--- config.mk ---
export PLATFORM = sky130hd
export DESIGN_NAME = axi_rd_arbiter
export DESIGN_NICKNAME = d
export VERILOG_FILES = /design/src/rtl/cpu_axi_pkg.sv /design/src/rtl/rr_arb2.sv /design/src/rtl/axi_rd_arbiter.sv
export SDC_FILE = /design/constraint.sdc
export NUM_CORES = 1
export LEC_CHECK = 0
export CORE_MARGIN = 3
export CORE_UTILIZATION = 37
export DETAILED_ROUTE_END_ITERATION = 10
export PLACE_DENSITY = 0.87
export SYNTH_ARGS = -nofsm -noshare
export SYNTH_HDL_FRONTEND = slang
export SYNTH_HIERARCHICAL = 1
export SYNTH_SLANG_ARGS = --single-unit
--- constraint.sdc ---
create_clock -name CLK -period 4.9 [get_ports CLK]
set_input_delay 1.47 -clock CLK [delete_from_list [all_inputs] [get_ports CLK]]
set_output_delay 1.47 -clock CLK [all_outputs]
set_load 0.01 [all_outputs]
--- src/rtl/cpu_axi_pkg.sv ---
// Shared encodings for the CPU-side AXI read path: FSM states, fixed AXI
// attributes and client indices.
package cpu_axi_pkg;

  typedef enum logic [1:0] {
    S_IDLE = 2'd0,
    S_ADDR = 2'd1,
    S_DATA = 2'd2
  } arb_state_e;

  localparam logic [2:0] SIZE_4B    = 3'b010;
  localparam logic [1:0] BURST_INCR = 2'b01;
  localparam logic [3:0] CACHE_NORM = 4'b0011;

  localparam logic CLI_IF  = 1'b0;
  localparam logic CLI_MEM = 1'b1;

  function automatic logic [1:0] onehot2(input logic idx);
    return idx ? 2'b10 : 2'b01;
  endfunction

endpackage

--- src/rtl/rr_arb2.sv ---
// Two-way round-robin pick: a lone requester wins outright, a tie goes to
// the client that was not granted last.
module rr_arb2 (
  input  logic [1:0] req,
  input  logic       last_grant,
  output logic [1:0] gnt
);

  always_comb begin
    gnt = req;
    if (&req) gnt = last_grant ? 2'b01 : 2'b10;
  end

endmodule

--- src/rtl/axi_rd_arbiter.sv ---
// Shares one AXI4 read master between the fetch page loader (S0) and the
// data load unit (S1); one INCR burst in flight at a time.
module axi_rd_arbiter
  import cpu_axi_pkg::*;
#(
  parameter int ID_W   = 1,
  parameter int ADDR_W = 32,
  parameter int DATA_W = 32
) (
  input  logic              CLK,
  input  logic              RST,

  input  logic [ADDR_W-1:0] S0_ARADDR,
  input  logic [7:0]        S0_ARLEN,
  input  logic              S0_ARVALID,
  output logic              S0_ARREADY,
  output logic [DATA_W-1:0] S0_RDATA,
  output logic [1:0]        S0_RRESP,
  output logic              S0_RLAST,
  output logic              S0_RVALID,
  input  logic              S0_RREADY,

  input  logic [ADDR_W-1:0] S1_ARADDR,
  input  logic [7:0]        S1_ARLEN,
  input  logic              S1_ARVALID,
  output logic              S1_ARREADY,
  output logic [DATA_W-1:0] S1_RDATA,
  output logic [1:0]        S1_RRESP,
  output logic              S1_RLAST,
  output logic              S1_RVALID,
  input  logic              S1_RREADY,

  output logic [ID_W-1:0]   M_AXI_ARID,
  output logic [ADDR_W-1:0] M_AXI_ARADDR,
  output logic [7:0]        M_AXI_ARLEN,
  output logic [2:0]        M_AXI_ARSIZE,
  output logic [1:0]        M_AXI_ARBURST,
  output logic [3:0]        M_AXI_ARCACHE,
  output logic              M_AXI_ARVALID,
  input  logic              M_AXI_ARREADY,
  input  logic [ID_W-1:0]   M_AXI_RID,
  input  logic [DATA_W-1:0] M_AXI_RDATA,
  input  logic [1:0]        M_AXI_RRESP,
  input  logic              M_AXI_RLAST,
  input  logic              M_AXI_RVALID,
  output logic              M_AXI_RREADY,

  output logic [1:0]        GRANT,
  output logic              PROT_ERR
);

  arb_state_e state;
  logic       last_grant;
  logic       gnt_idx;
  logic [8:0] beat_cnt;

  logic [1:0]             req, arb_gnt, ar_ready, r_valid, r_ready;
  logic [1:0][ADDR_W-1:0] cl_addr;
  logic [1:0][7:0]        cl_len;
  logic                   win_idx;
  logic                   beat;

  assign req     = {S1_ARVALID, S0_ARVALID};
  assign r_ready = {S1_RREADY, S0_RREADY};
  assign cl_addr = {S1_ARADDR, S0_ARADDR};
  assign cl_len  = {S1_ARLEN, S0_ARLEN};

  rr_arb2 u_arb (
    .req        (req),
    .last_grant (last_grant),
    .gnt        (arb_gnt)
  );

  assign win_idx = arb_gnt[1];
  assign beat    = M_AXI_RVALID & M_AXI_RREADY;

  assign M_AXI_ARSIZE  = SIZE_4B;
  assign M_AXI_ARBURST = BURST_INCR;
  assign M_AXI_ARCACHE = CACHE_NORM;

  always_ff @(posedge CLK) begin
    if (RST) begin
      state         <= S_IDLE;
      M_AXI_ARVALID <= 1'b0;
      M_AXI_ARADDR  <= '0;
      M_AXI_ARLEN   <= '0;
      M_AXI_ARID    <= '0;
      GRANT         <= 2'b00;
      PROT_ERR      <= 1'b0;
      last_grant    <= CLI_MEM;
      gnt_idx       <= CLI_IF;
      beat_cnt      <= '0;
    end else begin
      case (state)
        S_IDLE: if (|req) begin
          M_AXI_ARADDR  <= cl_addr[win_idx];
          M_AXI_ARLEN   <= cl_len[win_idx];
          M_AXI_ARID    <= ID_W'(win_idx);
          M_AXI_ARVALID <= 1'b1;
          GRANT         <= onehot2(win_idx);
          last_grant    <= win_idx;
          gnt_idx       <= win_idx;
          beat_cnt      <= '0;
          state         <= S_ADDR;
        end
        S_ADDR: if (M_AXI_ARREADY) begin
          M_AXI_ARVALID <= 1'b0;
          state         <= S_DATA;
        end
        S_DATA: if (beat) begin
          if (beat_cnt != 9'h1ff) beat_cnt <= beat_cnt + 9'd1;
          // Early RLAST, or a missing RLAST on the final expected beat.
          if (M_AXI_RLAST ? (beat_cnt != {1'b0, M_AXI_ARLEN})
                          : (beat_cnt == {1'b0, M_AXI_ARLEN}))
            PROT_ERR <= 1'b1;
          if (M_AXI_RID != M_AXI_ARID) PROT_ERR <= 1'b1;
          if (M_AXI_RLAST) begin
            GRANT <= 2'b00;
            state <= S_IDLE;
          end
        end
        default: state <= S_IDLE;
      endcase
    end
  end

  always_comb begin
    ar_ready     = '0;
    r_valid      = '0;
    M_AXI_RREADY = 1'b0;
    if (state == S_ADDR) ar_ready[gnt_idx] = M_AXI_ARREADY;
    if (state == S_DATA) begin
      r_valid[gnt_idx] = M_AXI_RVALID;
      M_AXI_RREADY     = r_ready[gnt_idx];
    end
  end

  assign S0_ARREADY = ar_ready[0];
  assign S1_ARREADY = ar_ready[1];
  assign S0_RVALID  = r_valid[0];
  assign S1_RVALID  = r_valid[1];
  assign S0_RDATA   = M_AXI_RDATA;
  assign S1_RDATA   = M_AXI_RDATA;
  assign S0_RRESP   = M_AXI_RRESP;
  assign S1_RRESP   = M_AXI_RRESP;
  assign S0_RLAST   = M_AXI_RLAST;
  assign S1_RLAST   = M_AXI_RLAST;

endmodule

==> results.cfg <==
[setup_path]
cpPeakStageDelay_ns = 0.55
crit_path_end = M_AXI_RREADY
r2r-end = beat_cnt[7]
slowest_cell_on_the_critical_path = clkdlybuf4s50_1
setup.worst_path.class = input port to output pin
worst_path_most_repeated_cell = clkdlybuf4s50_1
critical_path_cell_sequence = clkdlybuf4s50_1 -> mux2i_1 -> nor2_1 -> clkdlybuf4s50_1
crit_path_start = S0_RREADY
crit_path_start_kind = input port
cp_data_arrival_time_ns = 2.77
worstPathMaxFanout = 4
cp.required_ns = 3.43
timing.rr.start = beat_cnt[0]
reg2reg_setup_slack_ns = 2.57
endpoint_kind = output pin
r2r.worst_path.cells = 7

[timing]
final.setup.worst_slack_ns = 0.6576
slew_viol_final = 0
worstMarginPinSlew_ns = 0.8010
period_minus_slack_ns = 4.242
maxClockFrequency_ghz = 0.2357
timing.final.hold_violations = 0
final_worst_clock_skew_ns = 0.008301
max_slew_margin_pct = 46.47
final_min_period_over_clock_period_pct = 86.58
finalSetupTns_ns = 0
setup_viol_count_final = 0
unrepaired_setup_endpoints_after_global_routing = no

[detailed_routing]
drt-pass1-iter-count = 4
drt-total-wl_um = 7844
routedWlPerCell_um = 14.31
route.antenna.remaining_nets = 0
dr_total_vias = 2728
dr.first_iter.drc_count = 39
drc = 0
vias_per_cell = 4.978

[cts]
numClockSinks = 57
clkSlewWorstSetupHoldPaths_ns = 0.06
cts_max_path_buffers = 2
clock_tree.htree_level_count = 3
clk_latency_ns = 0.33
cts_made_buffers = 9
cts-root-buf = clkbuf_8
cts-hold-fix-buffers = 0
cts_resized = 0
tritoncts = done
postCtsSetupRepairBufs = 0

[die]
floorplan.io_pins = 253
chipHeight_um = 100.1
effective_utilization_at_floorplan_pct = 38.92
floorplan.core_area_um2 = 8423
rows = 33
die_x_um = 100.1
die-area_um2 = 10030

[grt]
grtUsageTotal_pct = 16.01
grt_max_degree = 46
grt_antenna_before_repair = 0
grt_first_pass_wirelength_um = 12690
number_of_global_route_vias_before_repair = 2708
gr-total-overflow = 0

[place]
placer_congestion_estimate = 0.8972
dp_hpwl_um = 6117
pre_cts_slack_ns = 0.6661
place.port_buffers = 141

[final_layout]
drive_gt1_share_pct = 5.192
final_nets = 564
syn2layout_area_growth_pct = 33.63
antenna_cells = 0
num-fill-cells = 797

[pwr]
gate_power_share_pct = 28.7
seqPwrFrac_pct = 41.9
leakage_uw = 0.001693
worst_ir_drop_vdd_mv = 0.1688
power.clock.fraction_pct = 29.4
pwr_density_nw_per_um2 = 297.8
cellInternalPower_uw = 933.9
fraction_of_power_spent_switching_nets_pct = 28.41
total_switching_power_uw = 370.6

[worst_hold_path]
hold_class = flip-flop to flip-flop

[synthesis]
syn-cell-area_um2 = 3278
syn-instance-count = 377
synth_area_per_cell_um2 = 8.695
ys.warnings.count = 6

[run_status]
run_status = finished clean

[job]
number_of_violations_of_the_max_capacitance_limit = 0
==> state kept, by name, summed over array words and instances (netlist names) <==
register	cells
gnt_idx	1
PROT_ERR	1
M_AXI_ARADDR	32
M_AXI_ARVALID	1
M_AXI_ARLEN	8
state	2
last_grant	1
beat_cnt	9
GRANT	2
==> cell type report <==
class	count	area (µm²)	area share (%)
multi-input cells	224	1485	33.90
flip-flops and latches	57	1141	26.05
well taps	105	131.4	2.999
repair buffers	144	1441	32.90
inverters	2	7.507	0.1714
clock buffers	13	158.9	3.628
clock inverters	3	15.01	0.3428
==> per-layer routing <==
| metal | vias to the layer above | part of all wire (%) | routed length (µm) | global-route usage (%) |
|---|---|---|---|---|
| li1 | 1351 | - | - | - |
| met1 | 1206 | 39 | 3026 | 17.40 |
| met2 | 145 | 47 | 3681 | 25.18 |
| met3 | 26 | 11 | 863 | 8.061 |
| met4 | 0 | 3.5 | 272 | 9.119 |
| met5 | - | 0 | 0 | 0 |
==> worst max-delay path: cells and delay by family <==
family / cells / cell delay, ns
buf+inv: 2 / 1.04
simple gates: 1 / 0.13
mux: 1 / 0.12
==> worst min path at each step <==
stage,start,to,slack [ns],cells past startpoint
floorplan,last_grant,last_grant,0.43,2
global placement,M_AXI_ARVALID,M_AXI_ARVALID,0.45,2
detailed placement,M_AXI_ARVALID,M_AXI_ARVALID,0.45,2
CTS,M_AXI_ARVALID,M_AXI_ARVALID,0.46,2
global route,GRANT[1],GRANT[1],0.49,2
finish,M_AXI_ARVALID,M_AXI_ARVALID,0.46,2
==> power groups by stage <==
stage / Combinational (µW) / Sequential (µW) / Clock [µW]
floorplan: 223 / 572 / 0
global placement: 372 / 554 / 0
detailed placement: 378 / 557 / 0
CTS: 380 / 547 / 396
global route: 411 / 553 / 424
finish: 375 / 547 / 383
==> layout by cell type, fill, tap and decap left out, types with 3 or more instances in the layout <==
cell,count
a211oi_1,40
a21oi_1,17
clkbuf_8,11
clkdlybuf4s50_1,140
clkinv_2,3
conb_1,9
dfxtp_1,57
mux2i_1,41
nand2_1,10
nand3_1,6
nor2_1,51
o21ai_0,6
or3_1,6
xor2_1,9
==> metrics by stage <==
stage | cell area [µm²] | total power, µW | cells | hold slack [ns] | util [%]
4_1_cts | 4380 | 1323 | 548 | 0.4639 | 52.01
3_5_place_dp | 4207 | 935.2 | 532 | 0.4548 | 49.94
2_1_floorplan | 3304 | 794.6 | 384 | 0.4316 | -
5_1_grt | 4380 | 1388 | 548 | 0.4946 | 52.01
6_report | 4380 | 1304 | 548 | 0.4614 | 52.01
3_3_place_gp | 4207 | 926.2 | 532 | 0.4547 | 49.94
Power figures use the tool's default switching activity.
